`config.mk`:
```
export PLATFORM = sky130hd
export DESIGN_NAME = flatten_stream_ctrl
export DESIGN_NICKNAME = d
export VERILOG_FILES = /design/src/rtl/cnn_pkg.sv /design/src/rtl/flatten_skid_fifo.sv /design/src/rtl/flatten_stream_ctrl.sv
export SDC_FILE = /design/constraint.sdc
export NUM_CORES = 1
export LEC_CHECK = 0
export CAP_MARGIN = 20
export CORE_MARGIN = 4
export CORE_UTILIZATION = 55
export DETAILED_ROUTE_END_ITERATION = 12
export PLACE_DENSITY = 0.79
export RECOVER_POWER = 50
export SYNTH_ARGS = -nofsm -noshare
export SYNTH_HDL_FRONTEND = slang
export SYNTH_HIERARCHICAL = 1
export SYNTH_SLANG_ARGS = --single-unit
```
`constraint.sdc`:
```
create_clock -name i_clock -period 3.77 [get_ports i_clock]
set_input_delay 0.754 -clock i_clock [delete_from_list [all_inputs] [get_ports i_clock]]
set_output_delay 0.754 -clock i_clock [all_outputs]
set_load 0.005 [all_outputs]
```
`src/rtl/cnn_pkg.sv`:
```
// cnn_pkg: shared flatten-stage state type, default sizes and index-width helper.
package cnn_pkg;
   typedef enum logic [1:0] {IDLE, STREAM, DRAIN, DONE} flat_state_t;
   function automatic int idx_w(input int n);
      return (n > 1) ? $clog2(n) : 1;
   endfunction
   localparam int DEF_DATA_WIDTH       = 8;
   localparam int DEF_NUM_FEATURES     = 3;
   localparam int DEF_POOLED_HEIGHT    = 12;
   localparam int DEF_POOLED_WIDTH     = 12;
   localparam int DEF_FLATTENED_LENGTH = 432;
   localparam int DEF_FEAT_W           = idx_w(DEF_NUM_FEATURES);
   localparam int DEF_ROW_W            = idx_w(DEF_POOLED_HEIGHT);
   localparam int DEF_COL_W            = idx_w(DEF_POOLED_WIDTH);
   localparam int DEF_IDX_W            = idx_w(DEF_FLATTENED_LENGTH);
endpackage

```
`src/rtl/flatten_skid_fifo.sv`:
```
// flatten_skid_fifo: 2-entry {data, index} FIFO; reset flushes it.
module flatten_skid_fifo #(
   parameter int DW = 8,
   parameter int IW = 4
) (
   input  logic                 i_clock,
   input  logic                 i_reset_n,
   input  logic                 i_push,
   input  logic                 i_pop,
   input  logic signed [DW-1:0] i_data,
   input  logic [IW-1:0]        i_index,
   output logic signed [DW-1:0] o_data,
   output logic [IW-1:0]        o_index,
   output logic [1:0]           o_count
);
   logic signed [DW-1:0] r_data [2];
   logic [IW-1:0]        r_index [2];
   logic                 r_wp;
   logic                 r_rp;
   logic [1:0]           r_count;
   always_ff @(posedge i_clock) begin
      if (!i_reset_n) begin
         r_wp    <= 1'b0;
         r_rp    <= 1'b0;
         r_count <= 2'd0;
      end else begin
         if (i_push) begin
            r_data[r_wp]  <= i_data;
            r_index[r_wp] <= i_index;
            r_wp          <= ~r_wp;
         end
         if (i_pop) r_rp <= ~r_rp;
         r_count <= r_count + {1'b0, i_push} - {1'b0, i_pop};
      end
   end
   assign o_data  = r_data[r_rp];
   assign o_index = r_index[r_rp];
   assign o_count = r_count;
endmodule

```
`src/rtl/flatten_stream_ctrl.sv`:
```
// flatten_stream_ctrl: raster-order reader of the pooled buffer streaming {data, index} to the FC stage.
// Optional FLATTEN_RELU_EN clamps negative elements to zero as they enter the FIFO.
module flatten_stream_ctrl
   import cnn_pkg::*;
#(
   parameter int NUM_FEATURES     = DEF_NUM_FEATURES,
   parameter int POOLED_HEIGHT    = DEF_POOLED_HEIGHT,
   parameter int POOLED_WIDTH     = DEF_POOLED_WIDTH,
   parameter int FLATTENED_LENGTH = DEF_FLATTENED_LENGTH,
   parameter int DATA_WIDTH       = DEF_DATA_WIDTH
) (
   input  logic                               i_clock,
   input  logic                               i_reset_n,
   input  logic                               i_start,
   output logic                               o_busy,
   output logic                               o_done,
   output logic                               o_rd_en,
   output logic [idx_w(NUM_FEATURES)-1:0]     o_rd_feature,
   output logic [idx_w(POOLED_HEIGHT)-1:0]    o_rd_row,
   output logic [idx_w(POOLED_WIDTH)-1:0]     o_rd_col,
   input  logic signed [DATA_WIDTH-1:0]       i_rd_data,
   output logic                               o_out_valid,
   input  logic                               i_out_ready,
   output logic signed [DATA_WIDTH-1:0]       o_out_data,
   output logic [idx_w(FLATTENED_LENGTH)-1:0] o_out_index
);
   localparam int FW = idx_w(NUM_FEATURES);
   localparam int RW = idx_w(POOLED_HEIGHT);
   localparam int CW = idx_w(POOLED_WIDTH);
   localparam int LW = idx_w(FLATTENED_LENGTH);
   if (FLATTENED_LENGTH != NUM_FEATURES * POOLED_HEIGHT * POOLED_WIDTH) begin : g_bad_len
      $error("FLATTENED_LENGTH must equal NUM_FEATURES*POOLED_HEIGHT*POOLED_WIDTH");
   end
   flat_state_t                 r_state;
   logic                        r_busy;
   logic                        r_done;
   logic                        r_inflight;
   logic [FW-1:0]               r_feat;
   logic [RW-1:0]               r_row;
   logic [CW-1:0]               r_col;
   logic [LW-1:0]               r_idx;
   logic [LW-1:0]               r_inf_idx;
   logic                        w_pop;
   logic                        w_push;
   logic                        w_empty;
   logic                        w_col_wrap;
   logic                        w_row_wrap;
   logic                        w_feat_wrap;
   logic [1:0]                  w_count;
   logic [2:0]                  w_level;
   logic signed [DATA_WIDTH-1:0] w_in_data;
   logic signed [DATA_WIDTH-1:0] w_fifo_data;
   logic [LW-1:0]               w_fifo_index;
`ifdef FLATTEN_RELU_EN
   assign w_in_data = i_rd_data[DATA_WIDTH-1] ? '0 : i_rd_data;
`else
   assign w_in_data = i_rd_data;
`endif
   // An empty FIFO lets the returning read go straight to the output, giving start->valid in two cycles.
   assign w_empty     = (w_count == 2'd0);
   assign o_out_valid = !w_empty || r_inflight;
   assign o_out_data  = !w_empty ? w_fifo_data : (r_inflight ? w_in_data : '0);
   assign o_out_index = !w_empty ? w_fifo_index : (r_inflight ? r_inf_idx : '0);
   assign w_pop       = o_out_valid && i_out_ready;
   assign w_push      = r_inflight && !(w_empty && w_pop);
   assign w_level     = {1'b0, w_count} + {2'b0, r_inflight} - {2'b0, w_pop};
   assign o_rd_en     = (r_state == STREAM) && (w_level < 3'd2);
   assign w_col_wrap  = (r_col == CW'(POOLED_WIDTH - 1));
   assign w_row_wrap  = (r_row == RW'(POOLED_HEIGHT - 1));
   assign w_feat_wrap = (r_feat == FW'(NUM_FEATURES - 1));
   assign o_busy       = r_busy;
   assign o_done       = r_done;
   assign o_rd_feature = r_feat;
   assign o_rd_row     = r_row;
   assign o_rd_col     = r_col;
   always_ff @(posedge i_clock) begin
      if (!i_reset_n) begin
         r_state    <= IDLE;
         r_busy     <= 1'b0;
         r_done     <= 1'b0;
         r_inflight <= 1'b0;
         r_feat     <= '0;
         r_row      <= '0;
         r_col      <= '0;
         r_idx      <= '0;
         r_inf_idx  <= '0;
      end else begin
         r_inflight <= o_rd_en;
         if (o_rd_en) begin
            r_inf_idx <= r_idx;
            r_idx     <= r_idx + 1'b1;
            r_col     <= w_col_wrap ? '0 : r_col + 1'b1;
            if (w_col_wrap) r_row <= w_row_wrap ? '0 : r_row + 1'b1;
            if (w_col_wrap && w_row_wrap) r_feat <= w_feat_wrap ? '0 : r_feat + 1'b1;
         end
         case (r_state)
            IDLE: if (i_start) begin
               r_state <= STREAM;
               r_busy  <= 1'b1;
               r_idx   <= '0;
            end
            STREAM: if (o_rd_en && w_col_wrap && w_row_wrap && w_feat_wrap) r_state <= DRAIN;
            DRAIN: if (w_pop && o_out_index == LW'(FLATTENED_LENGTH - 1)) begin
               r_state <= DONE;
               r_busy  <= 1'b0;
               r_done  <= 1'b1;
            end
            DONE: begin
               r_state <= IDLE;
               r_done  <= 1'b0;
            end
            default: r_state <= IDLE;
         endcase
      end
   end
   flatten_skid_fifo #(.DW(DATA_WIDTH), .IW(LW)) u_fifo (
      .i_clock   (i_clock),
      .i_reset_n (i_reset_n),
      .i_push    (w_push),
      .i_pop     (w_pop && !w_empty),
      .i_data    (w_in_data),
      .i_index   (r_inf_idx),
      .o_data    (w_fifo_data),
      .o_index   (w_fifo_index),
      .o_count   (w_count)
   );
endmodule

```
==> results of run 1 <==
==> metrics by stage <==
step                      util, %  setup WS (ns)  setup TNS (ns)
after floorplan                 -         0.2329               0
after global placement      65.79        -0.1174         -0.1174
after detailed placement    65.79        -0.1246         -0.1246
after CTS                   69.74        0.04215               0
after global routing        69.84      0.0004943               0
final                       69.84         0.1418               0
==> power groups by stage <==
stage / Clock, uW / Sequential [uW] / Combinational (uW)
after global routing: 771 / 955 / 1440
after CTS: 731 / 945 / 1310
after global placement: 0 / 959 / 1270
after detailed placement: 0 / 962 / 1300
final: 724 / 945 / 1320
after floorplan: 0 / 945 / 830
==> area by class of cell <==
type | instances | area (um^2)
timing repair buffer | 54 | 505.5
tap | 75 | 93.84
multi-input combinational | 221 | 1515
clock buffer | 10 | 127.6
fill | 452 | 1807
inverter | 14 | 52.55
clock inverter | 6 | 107.6
sequential | 72 | 1782
==> critical path: cells and delay by family, from the launching register on <==
family	cells	cell delay, ns
buf+inv	2	0.57
flops	1	0.31
fa+ha+maj	2	0.64
simple gates	4	0.84
xor+xnor	1	0.16
==> worst paths after layout <==
check | start | end | slack, ns
worst max register to register | r_inflight$_SDFF_PN0_ | r_state[0]$_SDFFE_PN0P_ | 0.69
worst max-delay path | r_inflight$_SDFF_PN0_ | o_rd_en | 0.14
worst min-delay path | r_idx[8]$_SDFF_PN0_ | r_inf_idx[8]$_SDFFE_PN0N_ | 0.47
worst min register to register | r_idx[8]$_SDFF_PN0_ | r_inf_idx[8]$_SDFFE_PN0N_ | 0.47
==> layer usage <==
metal,GRT usage [%],share of wire (%),vias to the layer above
met5,0,0,-
met4,10.48,2.3,0
met3,3.690,4.1,13
met2,34.37,51,56
met1,25.67,42,1211
li1,-,-,1230
==> what timing repair did <==
item,4_1_cts,5_1_grt
pin swaps,1,3
resized for setup,2,1
hold buffers,0,0
buffers inserted,0,1
setup endpoints to repair,1,1
gates cloned,0,0
==> cells in the final DEF (no fill, tap or decap), drive strengths merged, types with 11 or more instances in the layout <==
master / n
nand2: 55
dfxtp: 38
edfxtp: 34
nor2: 21
clkdlybuf4s50: 21
a21oi: 20
dlygate4sd3: 20
mux2: 17
inv: 14
nand3: 14
o21ai: 12
buf: 11
clkbuf: 11
==> sequential cells by signal, summed over array words and instances, names as in the netlist, 2 cells and up, named ones only <==
signal          flops
o_rd_col            4
o_rd_feature        2
o_rd_row            4
r_idx               9
r_inf_idx           9
r_state             2
u_fifo/o_count      2
u_fifo/r_data      16
u_fifo/r_index     18
==> cells by family (layout without fill, tap and decap cells) <==
logic type | after synthesis | count (layout) | share of synthesized area (%)
and+or+nand+nor | 128 | 128 | 18.41
xor gates and xnor gates | 11 | 11 | 3.747
buffers and inverters | 28 | 84 | 4.292
AOI/OAI and AO/OA | 50 | 50 | 9.713
adders and majority gates | 11 | 11 | 4.220
DFF | 72 | 72 | 51.80
muxes | 21 | 21 | 7.821
==> flow_summary.json, run 1 <==
{
  "status": "completed",
  "yosysWarnings": 6,
  "rsz0062_at_grt": "no",
  "synthTopCellsByArea": "edfxtp_1 (30%), dfxtp_1 (22%), nand2_1 (6.0%), mux2_4 (4.4%), ha_1 (3.6%)",
  "syn-mean-instance-area_um2": 10.72,
  "ys_seq_area_share_pct": 51.80,
  "dpl_cell_area_mm2": 0.003941,
  "antenna_found_initial": 0,
  "max_slew.worst_pin.slew_ns": 1.035,
  "gr-usage-all-layers_pct": 20.66,
  "dp.cells": 435,
  "fin_crit_ns": 3.628,
  "ant_nets": 0,
  "holdPathStages": 2,
  "synth_largest_area_cell": "edfxtp_1",
  "yosysMostFrequentCell": "nand2_1",
  "crit_type": "reg -> out",
  "design_area_mm2": 0.004184,
  "ys_types": 52,
  "p_switching_uw": 996.1,
  "power_frac_seq_pct": 31.6,
  "port_buffers": 42,
  "synth_top_area_share_pct": 29.68,
  "die_x_um": 87.08,
  "irDropWorstVdd_mv": 0.6891,
  "max_stage_delay_ns": 0.49,
  "drtIter0Drc": 149,
  "drc": 0,
  "p_clk_share_pct": 24.2,
  "worst_slew_margin_rel_pct": 31.00,
  "die_y_um": 87.08,
  "clockRootBuffer": "clkbuf_8",
  "clock.fmax_mhz": 275.6,
  "drt_wl_total_um": 7117,
  "rr_worst_depth": 12,
  "drive_gt1_share_pct": 14.32,
  "vias_per_cell": 5.553,
  "startpoint_type": "register",
  "ys_ff_latch": 72,
  "end_kind": "output pin",
  "switching_share_pct": 33.34,
  "drt-pass1-iter-count": 4,
  "dp_hpwl_um": 4743,
  "initial_core_util_pct": 57.41,
  "hold_viol": 0,
  "synth_cells": 321,
  "netlist_area_mm2": 0.003440,
  "wl_per_cell_um": 15.75,
  "slowest_stage": "clkdlybuf4s50_1",
  "worstPathRequired_ns": 3.02,
  "cap_violations": 0,
  "report.final.slew_viol_count": 0,
  "synth_commonest_cells": "nand2_1 (55), dfxtp_1 (38), edfxtp_1 (34)",
  "synthFlopType": "dfxtp_1",
  "dieArea_mm2": 0.007583,
  "cts.reportedPaths.clkPinSlew_ns": 0.07,
  "cts_buffer_depth": 2,
  "setup_viol": 0,
  "syn_nets": 344,
  "final_cells": 452,
  "core_area_mm2": 0.005991,
  "cts_made_buffers": 9,
  "grt_pass1_wl_um": 12020,
  "grt_max_degree": 22,
  "synth_async_sr_flop_share_pct": 0,
  "fin_skew_ns": 0.01193,
  "period_share_pct": 96.24,
  "p_total_uw": 2988,
  "antenna_cells": 0,
  "cts_max_level": 3,
  "io_pins": 43,
  "synth_edf_count": 34,
  "cp.arrival_ns": 2.87,
  "vias": 2510,
  "clock_latency_ns": 0.35,
  "gp_congestion": 0.7851,
  "worstPathCellList": "or3_4, and2_1, ha_1, nand2b_1, fa_2, xnor2_4, nand3_2, inv_2, clkdlybuf4s50_1",
  "nNetsFinal": 395,
  "cts_tree": "done",
  "intPower_uw": 1992,
  "grt_pass1_vias": 2474,
  "power_density_mw_per_mm2": 714.1,
  "area_growth_pct": 21.64,
  "p_comb_share_pct": 44.1,
  "grt_overflow": 0,
  "cts.sinks": 72,
  "path_max_fanout": 2,
  "leakage_uw": 0.001618,
  "placementRows": 28,
  "hold-worst-slack_ns": 0.4743,
  "hold_class": "reg -> reg"
}
Note: power is estimated with default switching activity, not from simulation.
==> inputs of run 2 (changes only) <==
- clock period: 3.77 -> 4.1 ns (I/O delays scaled with it)
==> run 2 against run 1 <==
Compared with the run above:
- die area is the same
- combinational power shrank 13%
- sequential power fell by 5.8%
- global-route usage is 0.59 points lower
- hold slack improved by 0.013 ns
- flip-flop and latch count unchanged
- register-to-register slack better by 0.14 ns
- critical path depth stayed put
- via count decreased by 2.5%
- largest cell class unchanged
- count of clock-buffer cells in the layout stayed put
- first-iteration DRC count grew 4.7%
==> flow_summary.json, run 2 (synthesis results as in run 1) <==
{
  "leakage_uw": 0.001572,
  "cts.reportedPaths.clkPinSlew_ns": 0.07,
  "gp_congestion": 0.7668,
  "grt_overflow": 0,
  "fin_tns_setup_ns": 0,
  "die_y_um": 87.08,
  "regMostFlops": "u_fifo/r_index",
  "drc": 0,
  "max_slew.worst_pin.slew_ns": 1.065,
  "cts_made_buffers": 9,
  "fillers": 456,
  "vias_per_cell": 5.462,
  "p_switching_uw": 897.2,
  "status": "completed",
  "hold-worst-slack_ns": 0.4876,
  "hold_class": "reg -> reg",
  "setup_viol": 0,
  "cts.sinks": 72,
  "antenna_cells": 0,
  "nNetsFinal": 391,
  "design_area_mm2": 0.004093,
  "fin_util_pct": 68.32,
  "ant_nets": 0,
  "grt_pass1_vias": 2448,
  "cts_buffer_depth": 2,
  "initial_core_util_pct": 57.41,
  "cpMostUsedCell": "clkdlybuf4s50_1",
  "worst_slack_ns": 0.1284,
  "drive_gt1_share_pct": 12.33,
  "placementRows": 28,
  "clock.fmax_mhz": 251.8,
  "period_share_pct": 96.87,
  "io_pins": 43,
  "worst_slew_margin_rel_pct": 28.75,
  "p_clk_share_pct": 20.4,
  "cap_violations": 0,
  "largestRegisters": "u_fifo/r_index: 18 flops, u_fifo/r_data: 16 flops",
  "switching_share_pct": 35.02,
  "gr-usage-all-layers_pct": 20.07,
  "cts_tree": "done",
  "worstPathCellList": "clkdlybuf4s50_1, and2_1, ha_1, nand2b_1, fa_2, xnor2_4, nand3_2, inv_2, clkdlybuf4s50_1",
  "final_common_cell": "nand2_1",
  "dp_hpwl_um": 4765,
  "die_x_um": 87.08,
  "report.final.slew_viol_count": 0,
  "drtIter0Drc": 156,
  "path_max_fanout": 4,
  "grt_max_degree": 22,
  "largest_reg_flops": 18,
  "hold_viol": 0,
  "power_frac_seq_pct": 34.7,
  "grt_pass1_wl_um": 11750,
  "antenna_found_initial": 0,
  "max_stage_delay_ns": 0.50,
  "dpl_cell_area_mm2": 0.003919,
  "cts_max_level": 3,
  "drt_wl_total_um": 7032,
  "drt-pass1-iter-count": 5,
  "worstPathRequired_ns": 3.28,
  "pre_cts_ws_ns": 0.05693,
  "vias": 2447,
  "intPower_uw": 1665,
  "irDropWorstVdd_mv": 0.5591,
  "cts_setup_buffers": 0,
  "end_kind": "output pin",
  "power_density_mw_per_mm2": 626.0,
  "fin_crit_ns": 3.972,
  "core_area_mm2": 0.005991,
  "p_comb_share_pct": 44.8,
  "startpoint_type": "primary input",
  "cp.arrival_ns": 3.15,
  "clockRootBuffer": "clkbuf_8",
  "layout_common_cells": "nand2_1 (55), dfxtp_1 (38), edfxtp_1 (34)",
  "rsz0062_at_grt": "no",
  "slowest_stage": "clkdlybuf4s50_1",
  "area_growth_pct": 18.99,
  "port_buffers": 42,
  "crit_type": "in -> out",
  "dieArea_mm2": 0.007583,
  "clock_latency_ns": 0.35,
  "fin_skew_ns": 0.006223,
  "wl_per_cell_um": 15.70
}
[run 2: cell count changes in the layout (fill, tap and decap cells not counted)]
cell             before  now
clkinv_4              1    0
dlygate4sd2_1         1    0
and2_1                6    7
clkdlybuf4s50_1      21   22
clkinv_1              1    4
or3_4                 1    0
bufinv_16             3    1
or3_1                 1    2
and2_0                2    1
buf_4                11    7
[run 2: worst paths after layout]
check                              endpoint  slack (ns)  cells after the start                    startpoint
hold / removal    r_inf_idx[7]$_SDFFE_PN0N_        0.49                      2           r_idx[7]$_SDFF_PN0_
hold reg to reg   r_inf_idx[7]$_SDFFE_PN0N_        0.49                      2           r_idx[7]$_SDFF_PN0_
setup / recovery                    o_rd_en        0.13                      9                   i_out_ready
setup reg to reg    r_state[0]$_SDFFE_PN0P_        0.83                     11  u_fifo/o_count[0]$_SDFF_PN0_
[run 2: per-stage QoR]
step | cells | total power, uW
finish | 448 | 2562
global route | 448 | 2708
CTS | 448 | 2580
detailed placement | 432 | 2057
global placement | 432 | 2029
floorplan | 321 | 1632
[run 2: worst max-delay path, delay by kind of cell]
kind | cells | cell delay (ns)
buffers and inverters | 3 | 1.05
adders and majority gates | 2 | 0.65
and+or+nand+nor | 3 | 0.45
xor gates and xnor gates | 1 | 0.19
[run 2: layout make-up]
| class | count | area (um^2) | share of cell area (%) |
|---|---|---|---|
| repair buffers | 50 | 476.7 | 11.65 |
| multi-input cells | 221 | 1510 | 36.90 |
| clock inverters | 6 | 50.05 | 1.223 |
| well taps | 75 | 93.84 | 2.293 |
| flip-flops and latches | 72 | 1782 | 43.53 |
| clock buffers | 10 | 127.6 | 3.118 |
| inverters | 14 | 52.55 | 1.284 |
[run 2: power groups by stage]
stage	clock network, uW	registers, uW	logic [uW]
after floorplan	0	869	764
final	523	890	1150
after global routing	559	899	1250
after global placement	0	903	1130
after CTS	530	889	1160
after detailed placement	0	906	1150
[run 2: metal layers]
metal  vias up  global-route usage, %  wire (um)
met1      1159                  26.43       3141
met3        13                  2.838        300
met4         0                  9.632        136
met5         -                      0          0
met2        58                  32.51       3454
li1       1217                      -          -
[run 2: what timing repair did]
| item | 4_1_cts | 5_1_grt |
|---|---|---|
| gates resized for setup | 0 | 1 |
| setup endpoints to repair | 0 | 1 |
| hold buffers | 0 | 0 |
